### config.mk
export PLATFORM = sky130hd
export DESIGN_NAME = cpu_trace_unit
export DESIGN_NICKNAME = d
export VERILOG_FILES = /design/src/rtl/cpu_trace_pkg.sv /design/src/rtl/cpu_trace_unit_fifo.sv /design/src/rtl/cpu_trace_unit.sv
export SDC_FILE = /design/constraint.sdc
export NUM_CORES = 2
export LEC_CHECK = 0
export ABC_AREA = 1
export CAP_MARGIN = 25
export CORE_MARGIN = 1
export CORE_UTILIZATION = 40
export DETAILED_ROUTE_END_ITERATION = 10
export HOLD_SLACK_MARGIN = 0.15
export SYNTH_ARGS = -nofsm -noshare
export SYNTH_HDL_FRONTEND = slang
export SYNTH_SLANG_ARGS = --single-unit
### constraint.sdc
create_clock -name clk -period 20.4 [get_ports clk]
set_input_delay 3.06 -clock clk [delete_from_list [all_inputs] [get_ports clk]]
set_output_delay 3.06 -clock clk [all_outputs]
set_load 0.05 [all_outputs]
### src/rtl/cpu_trace_pkg.sv
// Shared definitions for the CPU trace unit: FSM states and trace-entry layout.
package cpu_trace_pkg;

    typedef enum logic [1:0] {
        ST_IDLE = 2'd0,
        ST_RUN  = 2'd1,
        ST_HALT = 2'd2,
        ST_DONE = 2'd3
    } state_t;

    // Default geometry of a trace entry (DATA_W=32, RF_AW=5, CNT_W=16)
    localparam int unsigned DEF_DATA_W = 32;
    localparam int unsigned DEF_RF_AW  = 5;
    localparam int unsigned DEF_CNT_W  = 16;

    // Entry layout, MSB to LSB: {cycle, pc, rf_we, rf_addr, rf_wdata, dm_we, dm_addr, dm_wdata}
    function automatic int unsigned entry_w(int unsigned cnt_w, int unsigned data_w,
                                            int unsigned rf_aw);
        return cnt_w + data_w + 2 + rf_aw + 3 * data_w;
    endfunction

    function automatic int unsigned off_dm_addr(int unsigned data_w);
        return data_w;
    endfunction

    function automatic int unsigned off_dm_we(int unsigned data_w);
        return 2 * data_w;
    endfunction

    function automatic int unsigned off_rf_wdata(int unsigned data_w);
        return 2 * data_w + 1;
    endfunction

    function automatic int unsigned off_rf_addr(int unsigned data_w);
        return 3 * data_w + 1;
    endfunction

    function automatic int unsigned off_rf_we(int unsigned data_w, int unsigned rf_aw);
        return 3 * data_w + 1 + rf_aw;
    endfunction

    function automatic int unsigned off_pc(int unsigned data_w, int unsigned rf_aw);
        return 3 * data_w + 2 + rf_aw;
    endfunction

    function automatic int unsigned off_cycle(int unsigned data_w, int unsigned rf_aw);
        return 4 * data_w + 2 + rf_aw;
    endfunction

    localparam int unsigned DEF_ENTRY_W = DEF_CNT_W + DEF_DATA_W + 2 + DEF_RF_AW + 3 * DEF_DATA_W;

endpackage

### src/rtl/cpu_trace_unit_fifo.sv
// First-word-fall-through trace FIFO with a registered head output.
module trace_fifo #(
    parameter int unsigned WIDTH = 8,
    parameter int unsigned DEPTH = 16
) (
    input  logic             clk,
    input  logic             rst,
    input  logic             push,
    input  logic             pop,
    input  logic [WIDTH-1:0] din,
    output logic [WIDTH-1:0] dout,
    output logic             full,
    output logic             empty
);

    localparam int unsigned AW = $clog2(DEPTH);

    logic [WIDTH-1:0] r_mem [DEPTH];
    logic [AW:0]      r_wptr;
    logic [AW:0]      r_rptr;
    logic [WIDTH-1:0] r_dout;
    logic [AW:0]      w_wptr_nxt;
    logic [AW:0]      w_rptr_nxt;
    logic [WIDTH-1:0] w_dout_nxt;
    logic             w_do_push;
    logic             w_do_pop;

    assign empty     = (r_wptr == r_rptr);
    assign full      = (r_wptr[AW] != r_rptr[AW]) && (r_wptr[AW-1:0] == r_rptr[AW-1:0]);
    assign w_do_pop  = pop && !empty;
    assign w_do_push = push && (!full || w_do_pop);
    assign dout      = r_dout;

    // Next pointers and next head value; a write landing on the new head slot bypasses the array
    always_comb begin
        w_wptr_nxt = r_wptr + (AW + 1)'(w_do_push);
        w_rptr_nxt = r_rptr + (AW + 1)'(w_do_pop);
        w_dout_nxt = '0;
        if (w_wptr_nxt != w_rptr_nxt) begin
            if (w_do_push && (w_rptr_nxt[AW-1:0] == r_wptr[AW-1:0])) begin
                w_dout_nxt = din;
            end else begin
                w_dout_nxt = r_mem[w_rptr_nxt[AW-1:0]];
            end
        end
    end

    // Storage array, intentionally not reset
    always_ff @(posedge clk) begin
        if (w_do_push) begin
            r_mem[r_wptr[AW-1:0]] <= din;
        end
    end

    // Pointers and registered head output
    always_ff @(posedge clk or posedge rst) begin
        if (rst) begin
            r_wptr <= '0;
            r_rptr <= '0;
            r_dout <= '0;
        end else begin
            r_wptr <= w_wptr_nxt;
            r_rptr <= w_rptr_nxt;
            r_dout <= w_dout_nxt;
        end
    end

endmodule

### src/rtl/cpu_trace_unit.sv
// CPU execution tracer: run/halt FSM, cycle counter, event capture and drop accounting.
module cpu_trace_unit
    import cpu_trace_pkg::*;
#(
    parameter int unsigned DATA_W      = 32,
    parameter int unsigned RF_AW       = 5,
    parameter int unsigned DEPTH       = 16,
    parameter int unsigned CNT_W       = 16,
    parameter int unsigned CYCLE_LIMIT = 60
) (
    input  logic                                      clk,
    input  logic                                      rst,
    input  logic                                      start,
    input  logic [DATA_W-1:0]                         pc_i,
    input  logic                                      rf_we_i,
    input  logic [RF_AW-1:0]                          rf_addr_i,
    input  logic [DATA_W-1:0]                         rf_wdata_i,
    input  logic                                      dm_we_i,
    input  logic [DATA_W-1:0]                         dm_addr_i,
    input  logic [DATA_W-1:0]                         dm_wdata_i,
    output logic                                      tr_valid_o,
    input  logic                                      tr_ready_i,
    output logic [CNT_W+DATA_W+2+RF_AW+3*DATA_W-1:0]  tr_data_o,
    output logic                                      halt_o,
    output logic                                      done_o,
    output logic                                      overflow_o,
    output logic [CNT_W-1:0]                          drop_cnt_o,
    output logic [CNT_W-1:0]                          cycle_o
);

    localparam int unsigned ENTRY_W = entry_w(CNT_W, DATA_W, RF_AW);

    state_t               r_state;
    state_t               w_state_nxt;
    logic [CNT_W-1:0]     r_cycle;
    logic [CNT_W-1:0]     r_drop_cnt;
    logic                 r_overflow;
    logic                 r_halt;
    logic                 r_done;
    logic                 w_limit_hit;
    logic                 w_push_req;
    logic                 w_push;
    logic                 w_pop;
    logic                 w_drop;
    logic                 w_full;
    logic                 w_empty;
    logic [ENTRY_W-1:0]   w_entry;

    assign w_limit_hit = (CYCLE_LIMIT != 0) && (r_cycle == CNT_W'(CYCLE_LIMIT - 1));
    assign w_pop       = !w_empty && tr_ready_i;
    assign w_push      = w_push_req && (!w_full || w_pop);
    assign w_drop      = w_push_req && w_full && !w_pop;

    assign tr_valid_o  = !w_empty;
    assign halt_o      = r_halt;
    assign done_o      = r_done;
    assign overflow_o  = r_overflow;
    assign drop_cnt_o  = r_drop_cnt;
    assign cycle_o     = r_cycle;

    // Next-state logic; capture is suppressed on the edge that leaves RUN
    always_comb begin
        w_state_nxt = r_state;
        w_push_req  = 1'b0;
        case (r_state)
            ST_IDLE: if (start) w_state_nxt = ST_RUN;
            ST_RUN: begin
                if (w_limit_hit) w_state_nxt = ST_HALT;
                else             w_push_req  = rf_we_i || dm_we_i;
            end
            ST_HALT: if (w_empty) w_state_nxt = ST_DONE;
            ST_DONE: w_state_nxt = ST_DONE;
            default: w_state_nxt = ST_IDLE;
        endcase
    end

    // State register with registered halt/done flags derived from the next state
    always_ff @(posedge clk or posedge rst) begin
        if (rst) begin
            r_state <= ST_IDLE;
            r_halt  <= 1'b0;
            r_done  <= 1'b0;
        end else begin
            r_state <= w_state_nxt;
            r_halt  <= (w_state_nxt == ST_HALT) || (w_state_nxt == ST_DONE);
            r_done  <= (w_state_nxt == ST_DONE);
        end
    end

    // Cycle counter: cleared on start, counts every RUN edge, wraps naturally
    always_ff @(posedge clk or posedge rst) begin
        if (rst) begin
            r_cycle <= '0;
        end else if (r_state == ST_IDLE && start) begin
            r_cycle <= '0;
        end else if (r_state == ST_RUN) begin
            r_cycle <= r_cycle + 1'b1;
        end
    end

    // Sticky overflow flag and saturating drop counter
    always_ff @(posedge clk or posedge rst) begin
        if (rst) begin
            r_overflow <= 1'b0;
            r_drop_cnt <= '0;
        end else if (w_drop) begin
            r_overflow <= 1'b1;
            if (r_drop_cnt != '1) r_drop_cnt <= r_drop_cnt + 1'b1;
        end
    end

    // Pack the trace entry from the pre-increment cycle and sampled inputs
    always_comb begin
        w_entry = '0;
        w_entry[0 +: DATA_W]                           = dm_wdata_i;
        w_entry[off_dm_addr(DATA_W) +: DATA_W]         = dm_addr_i;
        w_entry[off_dm_we(DATA_W)]                     = dm_we_i;
        w_entry[off_rf_wdata(DATA_W) +: DATA_W]        = rf_wdata_i;
        w_entry[off_rf_addr(DATA_W) +: RF_AW]          = rf_addr_i;
        w_entry[off_rf_we(DATA_W, RF_AW)]              = rf_we_i;
        w_entry[off_pc(DATA_W, RF_AW) +: DATA_W]       = pc_i;
        w_entry[off_cycle(DATA_W, RF_AW) +: CNT_W]     = r_cycle;
    end

    trace_fifo #(
        .WIDTH (ENTRY_W),
        .DEPTH (DEPTH)
    ) u_fifo (
        .clk   (clk),
        .rst   (rst),
        .push  (w_push),
        .pop   (w_pop),
        .din   (w_entry),
        .dout  (tr_data_o),
        .full  (w_full),
        .empty (w_empty)
    );

endmodule

==> flow_summary.toml <==
[yosys]
netlist_area_um2 = 106000
synth_seq_area_share_pct = 73.4
yosysTopAreaCell = "edfxtp_1"
synthArstFlopShare_pct = 7.57
avgSynthCellArea_um2 = 11.6
ys_ff_latch = 2614
yosysWarningCount = 0
synth.distinct_cells = 31
synth_area_leaders = "edfxtp_1, nand2_1, nand3_1, dfrtp_1, clkbuf_1"
syn_inst = 9129
synth_top_area_share_pct = 68.7
synth-edff-count = 2416
synth_nets = 9274
synth_most_common_cell = "nand2_1"
synth_common_cells = "nand2_1, edfxtp_1, nand3_1"
ys_dominant_reg_cell = "edfxtp_1"

[routing]
drc = 0
wl_um = 312000
viasPerCell = 5.48
ant_nets = 0
dr.pass1.iters = 8
vias = 71300
wl_per_cell_um = 24.0
drtIter0Drc = 8438

[placed_design]
dpl.cell_count = 12500
port_buffers = 325
gp_congestion = 0.782
pre_cts_slack_ns = 11.74
post-dp-hpwl_um = 144000

[timing]
setup_ws_ns = 12.65
rsz0062_at_grt = "false"
min_period_over_period_pct = 38.0
fmax_ghz = 0.129
tns_ns = 0
skew_ns = 0.0583
worst_pin_slew_ns = 1.48
fin_crit_ns = 7.75
slew_viol_final = 0
slew_headroom_pct = 1.02
finalSetupViolCount = 0
timing.final.hold_violations = 0
fin_hold_ws_ns = 0.467

[global_routing]
grt_overflow_total = 0
track_usage_pct = 23.1
grt_pass1_wl_um = 458000
grt_pass1_vias = 69400
grt_max_degree = 239
antenna_found_initial = 22

[final_layout]
nNetsFinal = 9432
layout.cells.non_filler = 13000
syn_to_final_growth_pct = 15.0
final_layout_size_suffix_gt1_share_pct = 6.14

[power]
p_leak_nw = 45.4
powerDensity_nw_per_um2 = 177
ir_worst_vdd_mv = 0.206
total_power_mw = 21.5

[cts]
htree_levels = 5
clk_path_buf_depth = 4
root_buffer = "clkbuf_16"
postCtsSetupRepairBufs = 0
clk_pin_slew_ns = 0.06
cts.repair.resized = 0
cts_tree = "yes"
clk_latency_ns = 0.93
cts_sinks = 2614
ctsHoldBuffers = 0
numCtsBuffers = 288

[floorplan]
top_level_ports = 326
die_width_um = 516
initial_core_util_pct = 40.2
num_rows = 188
dieHeight_um = 516
dieArea_um2 = 266000
core_area_um2 = 262000

[critical_path]
worst_setup_path_start_kind = "input pin"
critPathArrivalTime_ns = 8.59
worstSetupPathType = "in2reg"
crit_path_end_kind = "flip-flop"
crit_fanout = 212
reg2regPathDepth = 20
crit_required_ns = 21.24

[job]
drv_cap = 0

[outcome]
outcome = "finished, final reports clean"

[worst_hold_path]
hold_depth = 1
min_path_type = "reg2reg"
[where the power goes]
part | internal [mW] | total, mW | switching (mW)
combinational | 2.56 | 9.44 | 6.88
sequential | 6.81 | 7.12 | 0.309
clock | 2.92 | 4.98 | 2.05
total | 12.3 | 21.5 | 9.24
[state kept, by name, indices dropped and copies added (netlist names)]
register       flops
cycle_o           16
done_o             1
drop_cnt_o        16
halt_o             1
overflow_o         1
r_state            2
u_fifo.dout      151
u_fifo.r_mem    2416
u_fifo.r_rptr      5
u_fifo.r_wptr      5
[cell type report]
type	instances	area [um^2]
clock buffers	406	8050
well taps	3515	4400
flip-flops and latches	2614	77500
inverters	348	1330
repair buffers	456	4750
multi-input cells	5579	24500
fillers	23300	141000
clock inverters	94	827
diodes	3	7.51
[worst max-delay path, stage by stage]
cell and delay [ns]:
clkdlybuf4s50_1 0.72, nand2_1 0.10, inv_1 0.12, ha_4 0.42, inv_8 0.72, buf_12 0.74, buf_4 0.86, buf_12 0.68
nand2_1 0.11, nand3_1 0.11, nand3_1 0.09, nand3_1 0.17, nand2_1 0.11, nand2_1 0.08, inv_1 0.05, nor2_1 0.12
[layer usage]
layer  up-vias  global-route usage [%]  routed length (um)
met5         -                       0                  95
met4        16                    7.03                8580
met3       552                    3.57               25800
met1     35400                    31.9              131000
li1      32100                       -                   -
met2      3308                    37.6              147000
[path summary, 6_finish.rpt]
path                                         end  slack, ns        startpoint
worst max-delay path            u_fifo.dout[118]      12.65        tr_ready_i
max in group asynchronous       u_fifo.dout[140]      15.50               rst
worst min-delay path                  overflow_o       0.47        overflow_o
worst min register to register        overflow_o       0.47        overflow_o
min in group asynchronous        u_fifo.dout[47]       2.64               rst
worst max register to register  u_fifo.dout[118]      13.67  u_fifo.r_rptr[2]
[logic make-up (layout without fill, tap and decap cells)]
family / Yosys count / in the layout / synth area share (%)
buf+inv: 936 / 1304 / 3.52
fa+ha+maj: 6 / 6 / 0.0711
flops: 2614 / 2614 / 73.4
simple gates: 5527 / 5527 / 22.6
xor+xnor: 20 / 20 / 0.187
other cells: 0 / 3 / 0
compound gates: 26 / 26 / 0.134
[placed cells by master, fill, tap and decap left out, types with 9 or more instances in the layout]
cell             netlist  final
clkinv_1               0     30
buf_4                  3     99
nand2_1             2996   2996
o21ai_0               19     19
clkbuf_8               0     17
clkbuf_16              0    299
inv_1                308    307
dfrtp_1              198    198
buf_12                 0     17
clkdlybuf4s50_1        0    325
buf_16                 0     15
clkbuf_1             357     90
clkinv_2               0     39
nor2_4                 1     17
nand3_1             2154   2154
nor2_1               202    186
bufinv_16              0     14
nand4_1              159    159
edfxtp_1            2416   2416
inv_2                 40     38
xnor2_1                9      9
[metrics by stage]
stage,instance area [um^2],utilization [%]
6_report,121000,46.3
4_1_cts,121000,46.2
3_3_place_gp,112000,42.7
2_1_floorplan,106000,-
3_5_place_dp,112000,42.8
5_1_grt,121000,46.3
Note: power is estimated with default switching activity, not from simulation.
